[src/rtl/prio_encoder_8to3_seq_pkg.sv]
// Shared constants and state type for the sequential priority encoder.
package prio_enc_pkg;
   localparam int N_REQ_DEF  = 8;
   localparam int CODE_W_DEF = $clog2(N_REQ_DEF);

   typedef enum logic {
      EMPTY = 1'b0,
      FULL  = 1'b1
   } enc_state_t;
endpackage

[src/rtl/prio_encoder_8to3_seq_if.sv]
// Request lines, enable, code handshake and 74LS148-style group signals.
interface prio_encoder_8to3_seq_if
   import prio_enc_pkg::*;
#(
   parameter int N_REQ  = N_REQ_DEF,
   parameter int CODE_W = $clog2(N_REQ)
);
   logic [N_REQ-1:0]  req_n;
   logic              ei_n;
   logic              ready;
   logic [CODE_W-1:0] code;
   logic              valid;
   logic              gs_n;
   logic              eo_n;
   logic              ovf;

   modport master (output req_n, ei_n, ready,
                   input  code, valid, gs_n, eo_n, ovf);
   modport slave  (input  req_n, ei_n, ready,
                   output code, valid, gs_n, eo_n, ovf);
endinterface

[src/rtl/prio_encoder_8to3_seq_pick.sv]
// Combinational highest-set-bit finder with an any-set flag.
module prio_pick #(
   parameter int N_REQ  = 8,
   parameter int CODE_W = $clog2(N_REQ)
) (
   input  logic [N_REQ-1:0]  vec_i,
   output logic [CODE_W-1:0] idx_o,
   output logic              any_o
);
   // Ascending scan: the last set bit seen is the highest index.
   always_comb begin
      idx_o = '0;
      any_o = |vec_i;
      for (int i = 0; i < N_REQ; i++) begin
         if (vec_i[i]) idx_o = CODE_W'(i);
      end
   end
endmodule

[src/rtl/prio_encoder_8to3_seq.sv]
// Falling-edge capture into a sticky pending set, served highest index first
// through a one-deep valid/ready output register.
module prio_encoder_8to3_seq
   import prio_enc_pkg::*;
#(
   parameter int N_REQ  = N_REQ_DEF,
   parameter int CODE_W = $clog2(N_REQ)
) (
   input logic                    clk,
   input logic                    rst_n,
   prio_encoder_8to3_seq_if.slave bus
);
   logic [N_REQ-1:0]  req_q, pend_q, pend_d, cap, load_mask;
   logic [CODE_W-1:0] code_q, code_d, pick_idx;
   logic              pick_any, load, ovf_q, ovf_d, valid;
   enc_state_t        state_q, state_d;

   prio_pick #(.N_REQ(N_REQ), .CODE_W(CODE_W)) u_pick (
      .vec_i (pend_q),
      .idx_o (pick_idx),
      .any_o (pick_any)
   );

   assign valid = (state_q == FULL);

   // Pick sees only registered pending, so this cycle's edges wait one clock.
   always_comb begin
      cap       = bus.ei_n ? '0 : (req_q & ~bus.req_n);
      load      = !bus.ei_n && pick_any && (!valid || bus.ready);
      load_mask = load ? (N_REQ'(1) << pick_idx) : '0;
      pend_d    = (pend_q & ~load_mask) | cap;
      ovf_d     = ovf_q | (|(cap & pend_q & ~load_mask));
   end

   always_comb begin
      state_d = state_q;
      code_d  = code_q;
      case (state_q)
         EMPTY: if (load) begin
            state_d = FULL;
            code_d  = pick_idx;
         end
         FULL: if (bus.ready) begin
            if (load) code_d  = pick_idx;
            else      state_d = EMPTY;
         end
         default: state_d = EMPTY;
      endcase
   end

   always_ff @(posedge clk or negedge rst_n) begin
      if (!rst_n) begin
         req_q   <= '1;
         pend_q  <= '0;
         code_q  <= '0;
         ovf_q   <= 1'b0;
         state_q <= EMPTY;
      end else begin
         req_q   <= bus.req_n;
         pend_q  <= pend_d;
         code_q  <= code_d;
         ovf_q   <= ovf_d;
         state_q <= state_d;
      end
   end

   assign bus.code  = code_q;
   assign bus.valid = valid;
   assign bus.ovf   = ovf_q;
   assign bus.gs_n  = ~valid;
   assign bus.eo_n  = bus.ei_n | (|pend_q) | valid;
endmodule

[src/flat_wrapper.sv]
// flat-port wrapper written by rule: the top's interface ports become plain ports
module prio_encoder_8to3_seq_flat import prio_enc_pkg::*;
#(
   parameter int N_REQ  = N_REQ_DEF,
   parameter int CODE_W = $clog2(N_REQ)
)
  (clk, rst_n, bus_req_n, bus_ei_n, bus_ready, bus_code, bus_valid, bus_gs_n, bus_eo_n, bus_ovf);
  prio_encoder_8to3_seq_if #(.N_REQ(N_REQ), .CODE_W(CODE_W)) bus_i ();
  input logic clk;
  input logic rst_n;
  input wire logic [$bits(bus_i.req_n)-1:0] bus_req_n;
  input wire logic [$bits(bus_i.ei_n)-1:0] bus_ei_n;
  input wire logic [$bits(bus_i.ready)-1:0] bus_ready;
  output wire logic [$bits(bus_i.code)-1:0] bus_code;
  output wire logic [$bits(bus_i.valid)-1:0] bus_valid;
  output wire logic [$bits(bus_i.gs_n)-1:0] bus_gs_n;
  output wire logic [$bits(bus_i.eo_n)-1:0] bus_eo_n;
  output wire logic [$bits(bus_i.ovf)-1:0] bus_ovf;
  assign bus_i.req_n = bus_req_n;
  assign bus_i.ei_n = bus_ei_n;
  assign bus_i.ready = bus_ready;
  assign bus_code = bus_i.code;
  assign bus_valid = bus_i.valid;
  assign bus_gs_n = bus_i.gs_n;
  assign bus_eo_n = bus_i.eo_n;
  assign bus_ovf = bus_i.ovf;
  prio_encoder_8to3_seq #(.N_REQ(N_REQ), .CODE_W(CODE_W)) u_core (.clk(clk), .rst_n(rst_n), .bus(bus_i));
endmodule
[config.mk]
export PLATFORM = sky130hd
export DESIGN_NAME = prio_encoder_8to3_seq_flat
export DESIGN_NICKNAME = d
export VERILOG_FILES = /design/src/rtl/prio_encoder_8to3_seq_pkg.sv /design/src/rtl/prio_encoder_8to3_seq_if.sv /design/src/rtl/prio_encoder_8to3_seq_pick.sv /design/src/rtl/prio_encoder_8to3_seq.sv /design/src/flat_wrapper.sv
export SDC_FILE = /design/constraint.sdc
export NUM_CORES = 1
export LEC_CHECK = 0
export CAP_MARGIN = 40
export CORE_MARGIN = 4
export CORE_UTILIZATION = 49
export DETAILED_ROUTE_END_ITERATION = 12
export PLACE_DENSITY = 0.73
export SYNTH_ARGS = -nofsm -noshare
export SYNTH_HDL_FRONTEND = slang
export SYNTH_SLANG_ARGS = --single-unit
export TNS_END_PERCENT = 100
[constraint.sdc]
create_clock -name clk -period 2.4 [get_ports clk]
set_clock_uncertainty 0.1 [all_clocks]
set_input_delay 0.24 -clock clk [delete_from_list [all_inputs] [get_ports clk]]
set_output_delay 0.24 -clock clk [all_outputs]
set_load 0.005 [all_outputs]
==> qor.csv, run 1 <==
metric,value,unit
Slew HR,0.503,
antenna-violating nets left,0,
vias per cell,5.39,
remaining global-route overflow,0,
Die Height,52.7,um
"leading cell type in the layout, fill and taps excluded",clkdlybuf4s50_1,
root buffer cell,clkbuf_4,
Min-Delay Path Class,input pin to register,
area delta synth->final,24.0,%
largest net degree at the start of global routing,18,
I/O pin total,19,
Rows,15,
Max-Cap Viols,0,
Sw Ratio,0.286,
Worst Setup End Kind,primary output,
unrepaired setup endpoints after global routing,false,
CORE AREA,1800,um^2
cts-stage hold buffer count,0,
met2 GRT Util,0.262,
# DRC,0,
DP Area,1190,um^2
# Post-CTS Setup Buffers,0,
Worst-path clk slew,0.11,ns
Longest Clk Path Bufs,2,
TritonCTS clock tree,yes,
Net Sw Power,0.221,mW
Clock Sinks,21,
Inst Count DP,136,
worst hold margin,0.252,ns
Die ar.,2780,um^2
status,completed,
vias in the first global route,743,
gr busiest metal,met2,
fin. max-slew vios,0,
final instance area,1210,um^2
reg2reg path depth,5,
layout cells sized above 1,0.200,
DRT Pass-1 Iters,3,
endpoints failing setup,0,
post_cts resized,0,
number of synthesized flops with an enable pin,0,
Setup crit start,u_core.pend_q[3],
Synth async-reset ratio,1.00,
data arrival time of the worst path,1.92,ns
Post-DP HPWL,1440,um
ys flop type,dfrtp_1,
Tmin final,2.26,ns
via count,755,
"Clk Latency, worst-skew pair",0.31,ns
met3 Use GR,0.0370,
clock share of power,0.218,
wire length after detailed routing,1840,um
Die Wd,52.7,um
Port Buf Inserts,18,
Clock H-tree levels,1,
synthesized flop and latch total,21,
pwr/cell area,637,nW/um^2
Int Pwr,0.552,mW
sequential power share,0.587,
Leakage,0.486,nW
first-pass GRT wire length,3280,um
Syn Nets,104,
register area share after synthesis,0.547,
Initial Util,0.543,
DR iter-0 viols,1,
Reg2Reg Setup Slack,0.51,ns
Final Cycle Share,0.944,
Logic pwr share,0.195,
total CTS buffers,3,
Worst Path Required,2.06,ns
Setup CP Type,register to primary output,
cells after synthesis,92,
Fin Setup TNS,0,ns
worst IR drop on VDD,0.000486,V
Synth Cell Area,978,um^2
RD Place Congestion,0.778,
GRT Resource Usage Total,0.165,
setup ws final,0.135,ns
WHS Path Cells,1,
routed len/inst,13.1,um
RR Endpoint,u_core.bus.ovf,
Setup WS pre-CTS,0.259,ns
Setup crit start kind,register,
filler cell count,159,
GR Util met1,0.211,
reg2reg start,u_core.pend_q[7],
"non-filler cells, final",140,
antenna violations before repair,0,
Synth cell types,33,
Worst setup endpoint,bus_eo_n,
Critical Path Fanout Max,9,
nets,128,
Final Hold Fails,0,
FMAX,442,MHz
antenna cells,0,
most frequent cells in the layout,"clkdlybuf4s50_1 (18), dfrtp_1 (13), o21ai_0 (11), nor2_1 (9), nand2_1 (9)",
yosys warns,0,
Mapped Avg Cell Area,10.6,um^2
actual slew at the worst max-slew pin,0.743,ns
==> cell usage after synthesis, drive strengths merged, types with 2 or more instances <==
master / number / area share
nor3b: 3 / 0.023
nand2b: 3 / 0.027
nor2: 9 / 0.035
o21ai: 11 / 0.056
dfstp: 8 / 0.21
dfrtp: 13 / 0.33
a21o: 3 / 0.024
and3: 2 / 0.015
nand3: 3 / 0.015
inv: 4 / 0.015
nand4: 3 / 0.019
nand2: 9 / 0.035
a21oi: 3 / 0.015
nor4: 2 / 0.028
==> worst min path at each step <==
| stage | start | end |
|---|---|---|
| after floorplan | rst_n | u_core.bus.code[0] |
| after global placement | u_core.bus.code[1] | u_core.bus.code[1] |
| after detailed placement | u_core.req_q[1] | u_core.pend_q[1] |
| after CTS | bus_req_n[0] | u_core.req_q[0] |
| after global routing | bus_req_n[0] | u_core.req_q[0] |
| final | bus_req_n[2] | u_core.req_q[2] |
==> sequential cells by signal (all words and copies together), names as in the netlist <==
signal,flops
u_core.bus.code,3
u_core.bus.ovf,1
u_core.bus.valid,1
u_core.pend_q,8
u_core.req_q,8
==> power by group through the flow <==
stage | Sequential (mW) | Combinational (mW) | Clock (mW)
final | 0.454 | 0.151 | 0.168
after detailed placement | 0.461 | 0.153 | 0
after CTS | 0.454 | 0.154 | 0.175
after global placement | 0.459 | 0.152 | 0
after global routing | 0.462 | 0.170 | 0.198
after floorplan | 0.444 | 0.0970 | 0
==> critical path, stage by stage, from the launching register on <==
cell             delay (ns)
dfrtp_1                0.49
nor4_1                 0.41
and2_2                 0.23
nand2_1                0.05
clkdlybuf4s50_1        0.44
==> layer usage <==
layer,vias up,share of wire
met5,-,0
met2,17,0.45
met1,350,0.47
met3,2,0.059
li1,386,-
met4,0,0.016
==> stage by stage <==
stage	utilization	power (mW)
final	0.674	0.774
after floorplan	-	0.542
after detailed placement	0.659	0.614
after global placement	0.659	0.610
after CTS	0.674	0.783
after global routing	0.674	0.831
==> cell families after synthesis <==
logic type      synth area share
simple gates               0.256
compound gates             0.156
flops                      0.547
buf+inv                   0.0409
==> final cells by class <==
class                           count  area, um^2  share of cell area
Tap cell                           25        31.3              0.0258
Multi-Input combinational cell     65         403               0.332
Inverter                            4        15.0              0.0124
Sequential cell                    21         536               0.441
Clock buffer                        4        26.3              0.0216
Timing Repair Buffer               21         203               0.167
Power figures use the tool's default switching activity.
==> inputs of run 2 (changes only) <==
--- a/config.mk
+++ b/config.mk
@@ -10,6 +10,7 @@
 export CORE_UTILIZATION = 49
 export DETAILED_ROUTE_END_ITERATION = 12
 export PLACE_DENSITY = 0.73
+export RECOVER_POWER = 50
 export SYNTH_ARGS = -nofsm -noshare
 export SYNTH_HDL_FRONTEND = slang
 export SYNTH_SLANG_ARGS = --single-unit
==> qor.csv, run 2 (synthesis results as in run 1) <==
metric,value,unit
Max-Cap Viols,0,
Total Power,0.770,mW
CP max stage delay,0.49,ns
cts-stage hold buffer count,0,
antenna cells,0,
DP Area,1190,um^2
"leading cell type in the layout, fill and taps excluded",dfrtp_1,
Tmin final,2.26,ns
Initial Util,0.543,
I/O pin total,19,
Die Wd,52.7,um
unrepaired setup endpoints after global routing,false,
routed len/inst,13.1,um
Met1 Wirelength,864,um
antenna-violating nets left,0,
Worst Setup End Kind,primary output,
Longest Clk Path Bufs,2,
Leakage,0.485,nW
most frequent cells in the layout,"dfrtp_1 (13), o21ai_0 (11)",
# DRC,0,
DRT Pass-1 Iters,3,
CORE AREA,1800,um^2
data arrival time of the worst path,1.92,ns
vias in the first global route,743,
Setup crit start kind,register,
nets,128,
wire length after detailed routing,1830,um
largest net degree at the start of global routing,18,
worst IR drop on VDD,0.000484,V
Port Buf Inserts,18,
final instance area,1210,um^2
Worst-path clk slew,0.11,ns
met2 WL post-DR,827,um
CP Buf/Inv Count,1,
Min-Delay Path Class,input pin to asynchronous set/reset pin,
crit path cell chain,"nor4_1, and2_2, nand2_1, clkdlybuf4s50_1",
status,completed,
Die ar.,2780,um^2
first-pass GRT wire length,3280,um
Die Height,52.7,um
Final Hold Fails,0,
total CTS buffers,3,
Post-DP HPWL,1440,um
Clock H-tree levels,1,
vias per cell,5.39,
Final Cycle Share,0.944,
fin util,0.672,
RD Place Congestion,0.778,
Worst Path Required,2.06,ns
actual slew at the worst max-slew pin,0.746,ns
antenna violations before repair,0,
routed wl met3,108,um
Critical Path Fanout Max,9,
fin. max-slew vios,0,
Fin Setup TNS,0,ns
Rows,15,
remaining global-route overflow,0,
via count,755,
Setup CP Type,register to primary output,
# Post-CTS Setup Buffers,0,
Top delay family on crit path,simple AND/OR/NAND/NOR gates,
DR iter-0 viols,1,
TritonCTS clock tree,yes,
root buffer cell,clkbuf_4,
endpoints failing setup,0,
post_cts resized,0,
Slew HR,0.501,
layout cells sized above 1,0.191,
max layer used,met4,
"Clk Latency, worst-skew pair",0.31,ns
Slowest cell on crit path,dfrtp_1,
Clock Sinks,21,
GRT Resource Usage Total,0.165,
pwr/cell area,636,nW/um^2
FMAX,442,MHz
area delta synth->final,23.7,%
## run 2: cell types whose count changed in the layout (fill, tap and decap cells not counted), sizes merged
cell and change:
buf -1, clkbuf +1, dlygate4sd3 +9, clkdlybuf4s50 -9
## run 2: final timing paths
path | start | end | slack [ns] | cells after the start
max in group asynchronous | rst_n | u_core.req_q[4] | 1.25 | 2
max reg2reg | u_core.pend_q[7] | u_core.bus.ovf | 0.51 | 5
max | u_core.pend_q[3] | bus_eo_n | 0.14 | 4
min reg2reg | u_core.req_q[6] | u_core.pend_q[6] | 0.40 | 2
min in group clk | bus_req_n[2] | u_core.req_q[2] | 0.38 | 1
min | rst_n | u_core.pend_q[3] | 0.33 | 1
## run 2: area by class of cell
type / count / area, um^2
flip-flops and latches: 21 / 536
clock buffers: 4 / 26.3
well taps: 25 / 31.3
inverters: 4 / 15.0
multi-input cells: 65 / 403
repair buffers: 21 / 199
fillers: 159 / 592
## run 2: report_power, final
group	total, mW	internal [mW]	switching (mW)
registers	0.454	0.401	0.0537
clock network	0.168	0.0649	0.104
logic	0.147	0.0830	0.0642
total	0.770	0.549	0.221
## run 2: stage by stage
| step | setup slack, ns | std cells | hold slack, ns |
|---|---|---|---|
| floorplan | 0.731 | 92 | -0.156 |
| global placement | 0.301 | 136 | 0.375 |
| detailed placement | 0.259 | 136 | 0.383 |
| CTS | 0.122 | 140 | 0.244 |
| global route | 0.0336 | 140 | 0.361 |
| finish | 0.135 | 140 | 0.327 |
## run 2: layer usage
layer / vias to the layer above / track usage
met2: 17 / 0.262
met5: - / 0
met4: 0 / 0.0766
met1: 350 / 0.211
met3: 2 / 0.0370
li1: 386 / -
==> inputs of run 3 (changes only) <==
--- a/config.mk
+++ b/config.mk
@@ -6,10 +6,11 @@
 export NUM_CORES = 1
 export LEC_CHECK = 0
 export CAP_MARGIN = 40
-export CORE_MARGIN = 4
-export CORE_UTILIZATION = 49
+export CORE_UTILIZATION = 59
 export DETAILED_ROUTE_END_ITERATION = 12
-export PLACE_DENSITY = 0.73
+export DONT_BUFFER_PORTS = 1
+export GPL_TIMING_DRIVEN = 0
+export PLACE_DENSITY = 0.72
 export RECOVER_POWER = 50
 export SYNTH_ARGS = -nofsm -noshare
 export SYNTH_HDL_FRONTEND = slang
==> qor.csv, run 3 (synthesis results as in run 1) <==
metric,value,unit
status,completed,
Slew HR,0.394,
"Clk Latency, worst-skew pair",0.31,ns
pwr/cell area,672,nW/um^2
Clock H-tree levels,1,
worst IR drop on VDD,0.000431,V
most frequent cells in the layout,"dfrtp_1 (13), o21ai_0 (11), nor2_1 (9), nand2_1 (9), dlygate4sd3_1 (9)",
vias in the first global route,738,
Initial Util,0.642,
Worst Setup End Kind,register,
TritonCTS clock tree,yes,
actual slew at the worst max-slew pin,0.909,ns
Min-Delay Path Class,input pin to register,
largest net degree at the start of global routing,22,
wire length after detailed routing,1780,um
remaining global-route overflow,0,
final instance area,1120,um^2
first-pass GRT wire length,3040,um
total CTS buffers,3,
RR Endpoint,u_core.bus.ovf,
reg2reg path depth,5,
post_cts resized,0,
Critical Path Fanout Max,5,
endpoints failing setup,0,
Fin Setup TNS,0,ns
Worst Path Required,2.50,ns
area delta synth->final,14.3,%
antenna violations before repair,0,
Port Buf Inserts,0,
vias per cell,5.99,
cts-stage hold buffer count,9,
layout cells sized above 1,0.208,
FMAX,532,MHz
GRT Resource Usage Total,0.223,
DRT Pass-1 Iters,4,
Longest Clk Path Bufs,2,
Tmin final,1.88,ns
DR iter-0 viols,11,
Setup crit start,u_core.pend_q[4],
antenna cells,0,
CORE AREA,1520,um^2
Total Power,0.752,mW
fin. max-slew vios,0,
# DRC,0,
Setup crit start kind,register,
worst hold margin,0.00229,ns
reg2reg start,u_core.pend_q[4],
Final Hold Fails,0,
via count,731,
Clock Sinks,21,
Die Height,42.7,um
Worst-path clk slew,0.11,ns
Rows,14,
antenna-violating nets left,0,
Final Cycle Share,0.784,
nets,119,
I/O pin total,19,
DP Area,998,um^2
RD Place Congestion,0.805,
Leakage,0.452,nW
routed len/inst,14.6,um
Reg2Reg Setup Slack,0.52,ns
root buffer cell,clkbuf_4,
Post-DP HPWL,1260,um
# Post-CTS Setup Buffers,0,
Die ar.,1830,um^2
Die Wd,42.7,um
Setup CP Type,register to register,
data arrival time of the worst path,1.98,ns
Max-Cap Viols,0,
unrepaired setup endpoints after global routing,false,
"leading cell type in the layout, fill and taps excluded",dfrtp_1,
Worst setup endpoint,u_core.bus.ovf,
## run 3: worst min-delay path by stage
stage                 startpoint            endpoint  slack (ns)  cells after the start
CTS                 bus_req_n[6]    u_core.pend_q[6]      0.0004                      3
floorplan                  rst_n  u_core.bus.code[0]       -0.16                      0
detailed placement         rst_n    u_core.pend_q[1]       -0.16                      0
finish              bus_req_n[6]    u_core.pend_q[6]       0.002                      3
global route        bus_req_n[4]    u_core.pend_q[4]        0.03                      3
global placement           rst_n    u_core.pend_q[1]       -0.16                      0
## run 3: worst max-delay path: stages, from the launching register on
cell and delay [ns]:
dfrtp_1 0.46, nor4_4 0.43, nand4b_1 0.20, nand3_1 0.12, nand4_1 0.09, or3_1 0.37
## run 3: stage by stage
| step | std cells | setup WS (ns) | util |
|---|---|---|---|
| 3_3_place_gp | 108 | 0.582 | 0.655 |
| 3_5_place_dp | 108 | 0.575 | 0.655 |
| 5_1_grt | 122 | 0.446 | 0.734 |
| 4_1_cts | 121 | 0.552 | 0.732 |
| 2_1_floorplan | 92 | 0.731 | - |
| 6_report | 122 | 0.519 | 0.734 |
## run 3: metal layers
| metal | share of wire | up-vias | wire length [um] | GRT usage |
|---|---|---|---|---|
| met5 | 0 | - | 0 | 0 |
| met4 | 0.019 | 0 | 34 | 0.0938 |
| met3 | 0.058 | 5 | 104 | 0.0383 |
| met2 | 0.45 | 28 | 811 | 0.355 |
| met1 | 0.47 | 338 | 833 | 0.302 |
| li1 | - | 360 | - | - |
## run 3: layout make-up
cell class / count / area [um^2]
clock buffer: 4 / 26.3
buffer: 2 / 25.0
fill: 115 / 405
inverter: 4 / 15.0
sequential: 21 / 536
multi-input combinational: 65 / 403
timing repair buffer: 10 / 93.8
tap: 16 / 20.0
## run 3: where the power goes
part | switching [mW] | internal, mW | leakage, nW | total [mW]
logic | 0.0657 | 0.0674 | 0.216 | 0.133
registers | 0.0488 | 0.401 | 0.221 | 0.450
clock network | 0.104 | 0.0650 | 0.0150 | 0.169
total | 0.219 | 0.533 | 0.452 | 0.752
